`config.mk`:
```
export PLATFORM = sky130hd
export DESIGN_NAME = bit_width_expander_mod
export DESIGN_NICKNAME = d
export VERILOG_FILES = /design/src/rtl/bit_width_expander_mod_pkg.sv /design/src/rtl/bit_width_expander_mod_out_reg.sv /design/src/rtl/bit_width_expander_mod.sv
export SDC_FILE = /design/constraint.sdc
export NUM_CORES = 1
export LEC_CHECK = 0
export ABC_AREA = 1
export BUFFER_PORTS_ARGS = -buffer_cell sky130_fd_sc_hd__buf_2
export CORE_UTILIZATION = 55
export CTS_CLUSTER_SIZE = 24
export DETAILED_ROUTE_END_ITERATION = 12
export GPL_TIMING_DRIVEN = 0
export PLACE_DENSITY = 0.79
export SETUP_SLACK_MARGIN = 0.15
export SYNTH_ARGS = -nofsm -noshare
export SYNTH_HDL_FRONTEND = slang
export SYNTH_SLANG_ARGS = --single-unit
```
`constraint.sdc`:
```
create_clock -name CLK -period 1.8 [get_ports CLK]
set_clock_uncertainty 0.05 [all_clocks]
set_input_delay 0.09 -clock CLK [delete_from_list [all_inputs] [get_ports CLK]]
set_output_delay 0.09 -clock CLK [all_outputs]
set_load 0.02 [all_outputs]
```
`src/rtl/bit_width_expander_mod_pkg.sv`:
```
// bit_width_expander_mod_pkg: shared lane-packing constants and helpers for the width expander/reducer pair
package bit_width_expander_mod_pkg;
    localparam int MAX_WIDTH = 1024;
    localparam logic [MAX_WIDTH-1:0] IDLE_PATTERN = '1;

    function automatic int clogb2(input int v);
        int n = 0;
        for (int x = v; x > 0; x = x >> 1) n++;
        return n < 1 ? 1 : n;
    endfunction

    function automatic int bit_ratio(input int dout_width, input int din_width);
        return dout_width / din_width;
    endfunction

    function automatic int lane_cnt_width(input int ratio);
        return clogb2(ratio - 1);
    endfunction

    // lane i occupies [w*i +: w]; lane 0 is the first word on the narrow side
    function automatic int lane_lsb(input int lane, input int w);
        return lane * w;
    endfunction
endpackage

```
`src/rtl/bit_width_expander_mod_out_reg.sv`:
```
// expander_out_reg: single-entry valid/ready holding register for a data word and its keep mask
module expander_out_reg
    import bit_width_expander_mod_pkg::*;
#(
    parameter int DW = 128,
    parameter int KW = 2
) (
    input  logic          clk,
    input  logic          rst,
    input  logic          load,
    input  logic [DW-1:0] load_data,
    input  logic [KW-1:0] load_keep,
    input  logic          ready,
    output logic [DW-1:0] data,
    output logic [KW-1:0] keep,
    output logic          valid
);
    always_ff @(posedge clk) begin
        if (rst) begin
            data  <= IDLE_PATTERN[DW-1:0];
            keep  <= '0;
            valid <= 1'b0;
        end else if (load) begin
            data  <= load_data;
            keep  <= load_keep;
            valid <= 1'b1;
        end else if (ready) begin
            valid <= 1'b0;
        end
    end
endmodule

```
`src/rtl/bit_width_expander_mod.sv`:
```
// bit_width_expander_mod: packs BIT_RATIO narrow words into one wide word, early close pads with all-ones
module bit_width_expander_mod
    import bit_width_expander_mod_pkg::*;
#(
    parameter int DIN_WIDTH  = 64,
    parameter int DOUT_WIDTH = 128
) (
    input  logic                                  CLK,
    input  logic                                  RESET,
    input  logic [DIN_WIDTH-1:0]                  DIN,
    input  logic                                  DIN_VALID,
    input  logic                                  DIN_LAST,
    output logic                                  DIN_READY,
    output logic [DOUT_WIDTH-1:0]                 DOUT,
    output logic [DOUT_WIDTH/DIN_WIDTH-1:0]       DOUT_KEEP,
    output logic                                  DOUT_VALID,
    input  logic                                  DOUT_READY,
    output logic                                  PACK_ACTIVE
);
    localparam int BIT_RATIO = bit_ratio(DOUT_WIDTH, DIN_WIDTH);
    localparam int LANE_CNT_WIDTH = lane_cnt_width(BIT_RATIO);
    localparam logic [DOUT_WIDTH-1:0] IDLE = IDLE_PATTERN[DOUT_WIDTH-1:0];
    localparam logic [LANE_CNT_WIDTH:0] LAST_LANE = (LANE_CNT_WIDTH+1)'(BIT_RATIO - 1);
    localparam logic [LANE_CNT_WIDTH:0] ONE = (LANE_CNT_WIDTH+1)'(1);

    if ((DOUT_WIDTH % DIN_WIDTH) != 0 || BIT_RATIO < 2) begin : g_bad_params
        $error("bit_width_expander_mod: DOUT_WIDTH must be an integer multiple (>=2) of DIN_WIDTH");
    end

    logic [LANE_CNT_WIDTH:0] lane_count;
    logic [DOUT_WIDTH-1:0]   asm_data, merged_data;
    logic [BIT_RATIO-1:0]    asm_keep, merged_keep;
    logic                    in_fire, close;

    // ready is deliberately combinational from DOUT_READY so a full word can drain and refill in one cycle
    assign DIN_READY   = ~DOUT_VALID | DOUT_READY;
    assign in_fire     = DIN_VALID & DIN_READY;
    assign close       = in_fire & (DIN_LAST | (lane_count == LAST_LANE));
    assign PACK_ACTIVE = lane_count != '0;

    for (genvar i = 0; i < BIT_RATIO; i++) begin : g_lane
        logic sel;
        assign sel = lane_count == (LANE_CNT_WIDTH+1)'(i);
        assign merged_data[lane_lsb(i, DIN_WIDTH) +: DIN_WIDTH] =
            sel ? DIN : asm_data[lane_lsb(i, DIN_WIDTH) +: DIN_WIDTH];
        assign merged_keep[i] = asm_keep[i] | sel;
    end

    always_ff @(posedge CLK) begin
        if (RESET) begin
            lane_count <= '0;
            asm_data   <= IDLE;
            asm_keep   <= '0;
        end else if (in_fire) begin
            lane_count <= close ? '0 : lane_count + ONE;
            asm_data   <= close ? IDLE : merged_data;
            asm_keep   <= close ? '0 : merged_keep;
        end
    end

    expander_out_reg #(
        .DW(DOUT_WIDTH),
        .KW(BIT_RATIO)
    ) u_out_reg (
        .clk      (CLK),
        .rst      (RESET),
        .load     (close),
        .load_data(merged_data),
        .load_keep(merged_keep),
        .ready    (DOUT_READY),
        .data     (DOUT),
        .keep     (DOUT_KEEP),
        .valid    (DOUT_VALID)
    );
endmodule

```
# Yosys cells after proc, flatten, opt, wreduce, memory -nomap -nowiden
# Cells that the tools add are included.
totals:
  wordCells: 25
  ramBits: 0
  in_bits: 69
  mem_count: 0
  latch_bits: 0
  rom_bits: 0
  output_inout_bits: 133
  regBits: 263
classes:
  n_mul: 0
  n_div: 0
  n_mux: 7
  magnitude_cmp: 0
  shift: 0
  reduce_logical: 3
  add_sub_neg: 1
  n_bitwise: 7
  eq_ne: 1
op_table:
  columns: ["op", "n"]
  rows:
  - ["128-bit 2-to-1 mux", 1]
  - ["64-bit 2-to-1 mux", 2]
  - ["2-bit 2-to-1 mux", 2]
  - ["1-bit bitwise OR", 4]
  - ["2-bit nonzero test", 2]
  - ["2-bit by 1-bit adder with 2-bit output, second input constant", 1]
  - ["1-bit AND", 2]
  - ["2-bit by 1-bit equality test with 1-bit output, second input constant", 1]
  - ["2-bit zero test", 1]
  - ["1-bit 2-to-1 mux", 2]
  - ["1-bit inverter", 1]

# Logic depth before layout (Yosys ltp)
# Gate-level depths: netlist (run 1).
depth:
  word_depth: 5
  depth_mapped: 11
  depth_no_buf: 8

# Modules after synthesis
# Synthesis (run 1) repeated with hierarchy kept, for this count alone.
unflattened:
  cells_unflattened: 1587
  area_unflattened_um2: 11185.7
by_module_without_submodules:
  columns: ["mod", "n_inst", "cells_each", "area_each_um2", "seq_area_each_um2"]
  rows:
  - ["bit_width_expander_mod", 1, 1018, 6568.8, 2642.5]
  - ["expander_out_reg", 1, 569, 4616.9, 2622.5]

# Worst setup path after synthesis (run 1)
# Ideal clock, no wire load.
synth_timing:
  path_type: "flip-flop to flip-flop"
  startpoint: "register lane_count[1]"
  endpoint: "register u_out_reg.data[100]"
  n_path_buf: 3
  arrival_ps: 1324
  setup_ps: 134
  path_stages_with_launch: 11
  path_slack_ps: 293
  required_time_ps: 1616
  synth_period_minus_slack_ps: 1507
  path_cell_list: "dfxtp_1 inv_1 ha_1 inv_2 nand2_2 buf_6 nand3_2 buf_4 buf_2 nand2_1 nand3_1"
synth_via:
  elab_chain_cells: 3
  elab_cells_between_ends: 4
  cone_classes: "eq/ne: 1; mux: 1; bitwise: 2"
synth_lines:
  columns: ["item", "line", "rtl"]
  rows:
  - ["start, declared", "bit_width_expander_mod.sv:30", "logic [LANE_CNT_WIDTH:0] lane_count;"]
  - ["start signal, assigned", "bit_width_expander_mod.sv:55", "lane_count <= close ? '0 : lane_count + ONE;"]
  - ["2-bit by 1-bit equality test with 1-bit output *", "bit_width_expander_mod.sv:38, bit_width_expander_mod.sv:43", null]
  - ["1-bit bitwise OR", "bit_width_expander_mod.sv:38", "assign close = in_fire & (DIN_LAST | (lane_count == LAST_LANE));"]
  - ["1-bit AND", "bit_width_expander_mod.sv:38", null]
  - ["end signal, assigned", "bit_width_expander_mod_out_reg.sv:20", "data <= IDLE_PATTERN[DW-1:0];"]
  - ["end signal, assigned", "bit_width_expander_mod_out_reg.sv:24", "data <= load_data;"]
  - ["end, declared", "bit_width_expander_mod_out_reg.sv:14", "output logic [DW-1:0] data,"]
# Every way passes the cells marked *; elsewhere a longest branch is shown, timed or not.
# A chain may end at the register's enable or synchronous reset.

# Worst setup path in the final report (run 1)
layout_timing:
  startpoint: "register lane_count[1]"
  endpoint: "register u_out_reg.data[77]"
# The elaborated chain is that of the path after synthesis.

==> results of run 1 <==
==> power by group <==
group          switching, W  internal, W  total (W)  leakage (nW)
logic               0.00206      0.00117    0.00323          4.31
registers          0.000278      0.00631    0.00659          2.18
clock network       0.00227      0.00317    0.00544         0.416
==> how the worst min path moves through the flow <==
stage | from | end | slack, ns | cells after the start
2_1_floorplan | DIN_VALID | asm_keep[0] | 0.21 | 2
3_3_place_gp | DIN_VALID | asm_keep[0] | 0.36 | 3
3_5_place_dp | DIN_VALID | asm_keep[0] | 0.37 | 3
4_1_cts | RESET | asm_data[106] | 0.12 | 4
5_1_grt | RESET | asm_data[111] | 0.18 | 4
6_report | RESET | asm_data[108] | 0.16 | 4
==> layout make-up <==
type,instances,share of cell area
Sequential cell,263,0.368
Multi-Input combinational cell,1180,0.359
Timing Repair Buffer,282,0.131
Buffer,124,0.0558
Clock buffer,37,0.0527
Tap cell,265,0.0232
Clock inverter,7,0.00595
Inverter,13,0.00376
==> flip-flops by register name (all words and copies together), names as in the netlist <==
register / flops
lane_count: 2
u_out_reg.data: 128
u_out_reg.keep: 2
asm_keep: 2
u_out_reg.valid: 1
asm_data: 128
==> Yosys cell counts, drive strengths merged <==
cell type	instances
a21oi	131
buf	88
clkbuf	38
clkinv	1
dfxtp	263
ha	2
inv	12
nand2	780
nand3	131
nor2	7
o21ai	129
==> placed cells by master, fill, tap and decap left out, types with 10 or more instances in the layout <==
cell / synthesis / layout
clkbuf_1: 37 / 35
nand2_2: 3 / 22
dfxtp_1: 263 / 261
buf_4: 15 / 19
o21ai_0: 127 / 119
buf_2: 52 / 239
clkbuf_16: 0 / 31
nand3_1: 130 / 122
nand2_1: 777 / 750
a21oi_1: 131 / 131
o21ai_1: 2 / 10
clkbuf_4: 0 / 13
buf_6: 2 / 12
dlygate4sd3_1: 0 / 67
==> repair_timing <==
| action | in CTS | in global routing |
|---|---|---|
| hold endpoints to repair | 259 | 0 |
| gates cloned | 2 | 3 |
| hold buffers | 67 | 0 |
| pin swaps | 0 | 13 |
| buffers inserted | 5 | 4 |
| gates resized for setup | 49 | 109 |
| setup endpoints to repair | 236 | 248 |
==> per-stage QoR <==
step	cell area, µm²	setup slack, ns	setup TNS, ns
floorplan	10900	0.293	0
global placement	12200	-0.160	-9.96
detailed placement	12200	-0.168	-10.18
CTS	13900	0.0315	0
global route	14300	0.0756	0
finish	14300	0.143	0
==> kinds of logic (layout without fill, tap and decap cells) <==
family	count (synthesis)	after routing	synth area share
AOI/OAI and AO/OA	260	260	0.120
adders and majority gates	2	2	0.00230
buffers and inverters	139	463	0.0606
DFF	263	263	0.484
and+or+nand+nor	918	918	0.333
==> tightest hold or removal path: stages <==
cell,delay (ns)
buf_2,0.13
clkbuf_1,0.24
a21oi_1,0.17
nand2_1,0.05
==> per-layer routing <==
layer / vias to the layer above / global-route usage / part of all wire
li1: 5688 / - / -
met2: 551 / 0.523 / 0.47
met1: 5297 / 0.426 / 0.41
met4: 0 / 0.143 / 0.040
met3: 107 / 0.0463 / 0.079
met5: - / 0 / 0
==> run_results.csv, run 1 <==
group,metric,value,unit
logic_synthesis,synth.area.top_cells,"dfxtp_1 48%, nand2_1 27%, a21oi_1 6.0%, nand3_1 6.0%, o21ai_0 5.8%",
placement,dpl.hpwl,21700,µm
floorplan,die_h,143,µm
grt,grt_pass1_vias,10700,
layout,utilization,0.737,
sta,finalHoldViolCount,0,
pwr,vdd.ir_drop.worst,0.000689,V
layout,nFillCells,1574,
setup_path,crit_type,"register to register",
sta,finalSetupViolCount,0,
floorplan,coreArea,19400,µm²
routing,vias_per_cell,5.36,
floorplan,start_util,0.561,
floorplan,dieArea,20300,µm²
sta,slew_violations,0,
outcome,status,"finished, final reports clean",
grt,grt_max_degree,15,
grt,grt_overflow,0,
sta,period_needed,1.66,ns
setup_path,crit_required,2.14,ns
routing,drt_first_pass_iters,5,
setup_path,path_max_fanout,8,
layout,multi_input_area,5140,µm²
pwr,cellLeakagePower,6.90,nW
routing,drt-initial-drc-count,1066,
setup_path,cpPeakStageDelay,0.33,ns
floorplan,die-width,143,µm
sta,fin_crit_sh,0.920,
setup_path,ff2ff_setup_slack,0.14,ns
logic_synthesis,synth_nets,1653,
layout,area_growth,31.5,%
logic_synthesis,syn_area,10900,µm²
layout,drive_gt1_frac,0.205,
logic_synthesis,synth-seq-area-share,0.484,
sta,rsz0062_at_grt,"yes",
setup_path,timing.rr.start,"lane_count[1]",
run,max_cap_violations,0,
setup_path,startpoint,"lane_count[1]",
setup_path,endpoint_kind,"register",
placement,place_inst,2048,
placement,io_buffer_count,201,
placement,gp_congestion,0.894,
logic_synthesis,avgSynthCellArea,6.87,µm²
grt,antenna_found_initial,0,
logic_synthesis,ys_types,20,
clock_network,clock-root-buffer,"clkbuf_16",
hold_path,hp-class,"input port to register",
layout,register_area,5270,µm²
setup_path,cp-start-kind,"register",
setup_path,slowest_stage,"dfxtp_2",
layout,final-instance-count-excl-fill,2171,
setup_path,cp_cell_sequence,"inv_4 -> ha_4 -> inv_4 -> nand2_4 -> buf_6 -> nand3_4 -> buf_12 -> clkbuf_16 -> nand2_4 -> nand3_1",
floorplan,ios,202,
setup_path,critical_path_cell_count,10,
clock_network,cts_tree,"done",
layout,diodes,0,
setup_path,cp_data_arrival_time,2.00,ns
floorplan,row_count,51,
pwr,p_total,0.0153,W
clock_network,cts_buffer_depth,3,
pwr,power_density,1070,nW/µm²
setup_path,crit_buf_inv,5,
setup_path,cp_top_family,"buffers and inverters",
sta,whs,0.158,ns
routing,wirelength,34200,µm
sta,maxSlewHeadroom,0.284,
logic_synthesis,synth_cells,1582,
clock_network,clk_pin_slew,0.06,ns
grt,grt_pass1_wl,52500,µm
routing,wl_per_cell,15.8,µm
routing,drc,0,
setup_path,reg2reg_depth,10,
logic_synthesis,yosys_register_bits,263,
clock_network,h-tree-depth,1,
logic_synthesis,synth_warnings,0,
setup_path,timing.rr.end,"u_out_reg.data[77]",
setup_path,critPathCapture,"u_out_reg.data[77]",
routing,vias,11600,
logic_synthesis,synth_top_area_frac,0.484,
logic_synthesis,yosys.area.top_type,"dfxtp_1",
sta,tightest_slew,1.07,ns
clock_network,clock_latency,0.53,ns
clock_network,cts_buffers,26,
routing,ant_nets,0,
sta,timing.fmax,604,MHz
clock_network,clock_sinks,263,
grt,grtUsageTotal,0.322,
layout,layout.nets,1961,
No activity file was read; power rests on OpenSTA's default activity.
==> inputs of run 2 (changes only) <==
Settings changed: CORE_MARGIN set to 4.
==> run 2 against run 1 <==
Net effect:
- clock power grew 5.3%
- via count shrank 0.36%
- highest routed layer unchanged
- die area grew 8.6%
- fmax grew 0.88%
- combinational power shrank 2%
- routed wire length shrank 1.1%
- non-clock buffer count shrank 1
- final cell count grew 0.14%
- utilization shrank 0.62 points
- largest cell class unchanged
- register-to-register slack is essentially flat
==> run_results.csv, run 2 (synthesized netlist as in run 1, its figures left out) <==
group,metric,value,unit
sta,fin_ws,0.158,ns
setup_path,path_max_fanout,10,
placement,dpl.hpwl,22100,µm
grt,grtUsageTotal,0.294,
grt,grt_pass1_vias,10900,
setup_path,crit_type,"register to register",
floorplan,die_h,149,µm
layout,final_cell_mix,"775 x nand2_1, 262 x dfxtp_1, 237 x buf_2",
pwr,pwr-share-seq,0.425,
layout,largest_registers,"asm_data: 128 flops, u_out_reg.data: 128 flops",
pwr,power_density,1090,nW/µm²
sta,fin_crit_sh,0.912,
routing,ant_nets,0,
sta,finalHoldViolCount,0,
clock_network,cts_tree,"done",
floorplan,ios,202,
sta,tightest_slew,1.13,ns
routing,drc,0,
pwr,vdd.ir_drop.worst,0.000829,V
routing,vias,11600,
layout,diodes,0,
routing,drt-initial-drc-count,944,
clock_network,cts_buffer_depth,3,
sta,timing.fmax,609,MHz
floorplan,start_util,0.559,
layout,area_growth,30.9,%
pwr,cellLeakagePower,6.91,nW
pwr,p_sw_frac,0.297,
sta,finalSetupViolCount,0,
layout,layout.nets,1961,
run,max_cap_violations,0,
sta,rsz0062_at_grt,"yes",
grt,grt_overflow,0,
clock_network,cts_buffers,27,
hold_path,hp-class,"input port to register",
pwr,p_clk_frac,0.370,
clock_network,clock_latency,0.53,ns
floorplan,coreArea,19500,µm²
floorplan,dieArea,22100,µm²
placement,place_inst,2048,
grt,antenna_found_initial,0,
routing,drt_first_pass_iters,6,
sta,maxSlewHeadroom,0.245,
setup_path,cp_data_arrival_time,2.07,ns
grt,grt_max_degree,14,
routing,wirelength,33800,µm
layout,final_common_cell,"nand2_1",
outcome,status,"finished, final reports clean",
layout,utilization,0.731,
layout,final-instance-count-excl-fill,2174,
clock_network,clock-root-buffer,"clkbuf_16",
routing,vias_per_cell,5.34,
sta,period_needed,1.64,ns
routing,wl_per_cell,15.6,µm
setup_path,cp-start-kind,"register",
layout,drive_gt1_frac,0.189,
pwr,pwr-share-comb,0.205,
sta,fin_setup_tns,0,ns
placement,io_buffer_count,201,
sta,slew_violations,0,
floorplan,row_count,51,
clock_network,h-tree-depth,1,
setup_path,crit_required,2.22,ns
floorplan,die-width,149,µm
setup_path,endpoint_kind,"register",
placement,gp_congestion,0.870,
placement,place_ws,-0.201,ns
clock_network,clk_pin_slew,0.06,ns
clock_network,clock_sinks,263,
grt,grt_pass1_wl,54000,µm
pwr,power.internal,0.0109,W
pwr,p_sw,0.00460,W
[run 2: changes by cell type in the layout (fill, tap and decap cells not counted), moves of 4 or more]
cell | previous run | this run
o21ai_0 | 119 | 106
nand2_1 | 750 | 775
nand3_1 | 122 | 130
buf_6 | 12 | 20
clkbuf_16 | 31 | 27
buf_4 | 19 | 15
nand2_4 | 8 | 1
nand2_2 | 22 | 4
o21ai_1 | 10 | 23
nand3_2 | 8 | 0
[run 2: cell type report]
cell class              instances  area [µm²]
clock buffers                  37         773
fillers                      1568        5230
plain buffers                 125         861
well taps                     265         332
clock inverters                11         134
flip-flops and latches        263        5270
inverters                      13        48.8
repair buffers                280        1820
multi-input cells            1180        5000
[run 2: repair_timing]
item                                    4_1_cts  5_1_grt
endpoints found under the hold margin       259        0
endpoints found under the setup margin      236      235
resized for setup                            46      104
cloned                                        2        0
hold buffers                                 67        0
pin swaps                                     0        2
buffers inserted                              6        4
[run 2: layer usage]
metal,global-route usage,share of wire
met1,0.398,0.42
met2,0.484,0.46
met3,0.0414,0.081
met4,0.107,0.035
met5,0,0
[run 2: power groups by stage]
stage	Combinational [W]	Clock, W	Sequential [W]
4_1_cts	0.00302	0.00577	0.00657
5_1_grt	0.00352	0.00603	0.00662
3_5_place_dp	0.00280	0	0.00669
6_report	0.00318	0.00573	0.00658
3_3_place_gp	0.00275	0	0.00667
2_1_floorplan	0.00160	0	0.00696
[run 2: critical path: stages (launching register included)]
cell	delay, ns
dfxtp_1	0.31
inv_2	0.11
ha_4	0.14
inv_2	0.05
nand2_4	0.07
buf_2	0.33
buf_2	0.31
o21ai_0	0.13
nand2_1	0.08
[run 2: per-stage QoR]
| step | total power, W | cell area (µm²) | hold slack [ns] |
|---|---|---|---|
| finish | 0.0155 | 14200 | 0.0904 |
| global route | 0.0162 | 14200 | 0.144 |
| CTS | 0.0154 | 14000 | 0.0571 |
| detailed placement | 0.00948 | 12200 | 0.359 |
| global placement | 0.00942 | 12200 | 0.363 |
| floorplan | 0.00857 | 10900 | 0.208 |
[run 2: worst paths after layout]
kind,startpoint,end,slack [ns],depth (start not counted)
worst min register to register,asm_data[74],asm_data[74],0.41,2
worst max-delay path,lane_count[1],asm_data[60],0.16,8
worst max register to register,lane_count[1],asm_data[60],0.16,8
worst min-delay path,DIN_LAST,asm_data[127],0.09,6
==> inputs of run 3 (changes only) <==
Settings changed: ABC_AREA 1 to not set, CORE_UTILIZATION 55 to 56, PLACE_DENSITY 0.79 to 0.8.
==> run 3 against run 2 <==
Net effect:
- the flow now finishes with violations (setup timing)
- count of clock-buffer cells in the layout up 6
- design area rose by 15%
- clock power shrank 7.9%
- final cell count down 8.9%
- power shrank 2.7%
- area after synthesis grew 9.0%
- combinational power grew 7.2%
==> run_results.csv, run 3 <==
group,metric,value,unit
pwr,p_total,0.0151,W
clock_network,clock-root-buffer,"clkbuf_16",
routing,wirelength,41300,µm
logic_synthesis,synth-seq-area-share,0.444,
setup_path,cp-start-kind,"register",
routing,drt-initial-drc-count,1231,
sta,fin_ws,-0.120,ns
clock_network,cts_tree,"done",
pwr,pwr-share-seq,0.423,
sta,fin_crit_sh,1.07,
setup_path,cp_data_arrival_time,2.34,ns
sta,timing.fmax,521,MHz
routing,ant_nets,0,
outcome,status,"complete, but fails checks",
layout,drive_gt1_frac,0.290,
routing,wl_per_cell,20.9,µm
routing,vias_per_cell,6.12,
grt,grt_max_degree,14,
outcome,violations,"setup timing",
sta,slew_violations,0,
layout,layout.nets,1761,
layout,largest_registers,"asm_data: 128 flops, u_out_reg.data: 128 flops",
pwr,cellLeakagePower,6.70,nW
setup_path,ff2ff_setup_slack,-0.12,ns
routing,drc,0,
logic_synthesis,synth.area.top_cells,"dfxtp_1 44%, mux2i_1 11%, nand3_1 9.6%, a211oi_1 8.2%, nor2b_1 6.8%",
logic_synthesis,yosys.area.top_type,"dfxtp_1",
clock_network,h-tree-depth,1,
hold_path,min_to,"lane_count[1]",
logic_synthesis,syn_area,11800,µm²
run,max_cap_violations,0,
floorplan,die-width,153,µm
logic_synthesis,synth_flop_cell,"dfxtp_1",
sta,period_needed,1.92,ns
hold_path,hp-class,"input port to register",
logic_synthesis,yosys.cell_count.top_type,"dfxtp_1",
layout,final_common_cell,"dfxtp_1",
logic_synthesis,ys_types,27,
setup_path,timing.rr.end,"asm_data[34]",
floorplan,row_count,52,
grt,grt_pass1_wl,62100,µm
sta,tightest_slew,1.11,ns
clock_network,cts_buffer_depth,3,
grt,grt_overflow,0,
hold_path,holdPathStages,4,
layout,final_area,16400,µm²
setup_path,crit_type,"register to register",
pwr,vdd.ir_drop.worst,0.000742,V
grt,grtUsageTotal,0.317,
setup_path,reg2reg_depth,7,
grt,use_met3,0.0532,
logic_synthesis,synth_top_area_frac,0.444,
placement,gp_congestion,0.845,
setup_path,timing.rr.start,"lane_count[0]",
floorplan,ios,202,
placement,dpl.hpwl,24300,µm
logic_synthesis,async_flop_share,0,
floorplan,start_util,0.578,
placement,placedInstanceArea,13200,µm²
grt,antenna_found_initial,1,
pwr,p_clk_frac,0.350,
logic_synthesis,avgSynthCellArea,8.88,µm²
pwr,power.internal,0.0106,W
pwr,power_density,917,nW/µm²
clock_network,clock_sinks,263,
grt,grtUsageMet2,0.529,
logic_synthesis,synth_edf_count,0,
hold_path,worstHoldStart,"DIN_VALID",
sta,finalSetupViolCount,186,
clock_network,clock_latency,0.53,ns
floorplan,die_h,153,µm
layout,diodes,0,
pwr,pwr-share-comb,0.227,
layout,final_cell_mix,"260 x dfxtp_1, 216 x buf_2, 203 x nand3_1",
logic_synthesis,yosys_register_bits,263,
logic_synthesis,synth_cells,1334,
setup_path,path_max_fanout,10,
placement,place_ws,-0.421,ns
pwr,p_sw_frac,0.294,
clock_network,cts_buffers,26,
sta,finalHoldViolCount,0,
sta,whs,0.0633,ns
logic_synthesis,synth_nets,1405,
pwr,p_sw,0.00443,W
sta,maxSlewHeadroom,0.258,
floorplan,coreArea,20500,µm²
setup_path,endpoint_kind,"register",
grt,grt_pass1_vias,11600,
grt,busiest_layer,"met2",
routing,vias,12100,
layout,nFillCells,1240,
floorplan,dieArea,23600,µm²
logic_synthesis,synth_warnings,0,
logic_synthesis,synth_top_cells_by_count,"263 x dfxtp_1, 228 x nand3_1, 131 x nor2_1",
setup_path,crit_required,2.22,ns
clock_network,clk_pin_slew,0.07,ns
grt,grt_util_met1,0.413,
placement,io_buffer_count,200,
sta,rsz0062_at_grt,"yes",
routing,drt_first_pass_iters,6,
layout,area_growth,38.7,%
-- run 3: cell types whose count changed after synthesis, moves of 42 or more --
cell	before	now
nand3_1	130	228
clkbuf_1	37	79
a21oi_1	131	4
a211oi_1	0	130
nor2b_1	0	128
nand2_1	777	2
mux2i_1	0	128
nor2_1	6	131
-- run 3: layout make-up --
class | count | area (µm²) | share of cell area
Sequential cell | 263 | 5270 | 0.321
Clock inverter | 5 | 25.0 | 0.00152
Timing Repair Buffer | 330 | 2720 | 0.165
Multi-Input combinational cell | 924 | 6170 | 0.375
Buffer | 140 | 1090 | 0.0666
Tap cell | 270 | 338 | 0.0206
Clock buffer | 43 | 786 | 0.0478
Inverter | 5 | 33.8 | 0.00206
-- run 3: routing by layer --
layer / vias up / part of all wire
li1: 5442 / -
met1: 5787 / 0.39
met2: 739 / 0.48
met3: 156 / 0.092
met4: 2 / 0.043
met5: - / 0.00031
-- run 3: what timing repair did --
action,4_1_cts,5_1_grt
setup buffers,33,11
gates cloned,14,8
pin swaps,9,4
endpoints found under the setup margin,265,263
gates resized for setup,180,48
hold buffers,64,0
endpoints found under the hold margin,256,0
-- run 3: logic make-up after synthesis --
kind of cell               share of synthesized area
and+or+nand+nor                                0.236
muxes                                          0.108
buffers and inverters                         0.0673
adders and majority gates                    0.00211
DFF                                            0.444
AOI/OAI and AO/OA                              0.143
-- run 3: stage by stage --
step	setup TNS, ns	instances	utilization
after floorplan	0	1334	-
after global placement	-48.31	1804	0.644
after detailed placement	-56.70	1804	0.644
after CTS	-1.11	1962	0.781
after global routing	-18.20	1980	0.802
final	-6.19	1980	0.802
-- run 3: worst max-delay path, stage by stage (launching register included) --
cell and delay (ns):
dfxtp_4 0.37, inv_4 0.07, ha_4 0.16, and2_1 0.18
buf_2 0.29, buf_1 0.45, nand3_1 0.18, nand3_2 0.10
-- run 3: worst max path at each step --
| stage | start | endpoint | cells past startpoint |
|---|---|---|---|
| 2_1_floorplan | u_out_reg.valid | asm_data[0] | 7 |
| 3_3_place_gp | lane_count[0] | u_out_reg.data[47] | 7 |
| 3_5_place_dp | lane_count[0] | u_out_reg.data[46] | 7 |
| 4_1_cts | lane_count[1] | asm_data[35] | 10 |
| 5_1_grt | lane_count[0] | asm_data[37] | 7 |
| 6_report | lane_count[0] | asm_data[34] | 7 |
-- run 3: power groups by stage --
stage | Combinational, W | Sequential [W] | Clock [W]
2_1_floorplan | 0.00148 | 0.00668 | 0
3_3_place_gp | 0.00244 | 0.00647 | 0
3_5_place_dp | 0.00249 | 0.00648 | 0
4_1_cts | 0.00314 | 0.00636 | 0.00525
5_1_grt | 0.00361 | 0.00641 | 0.00549
6_report | 0.00341 | 0.00638 | 0.00528
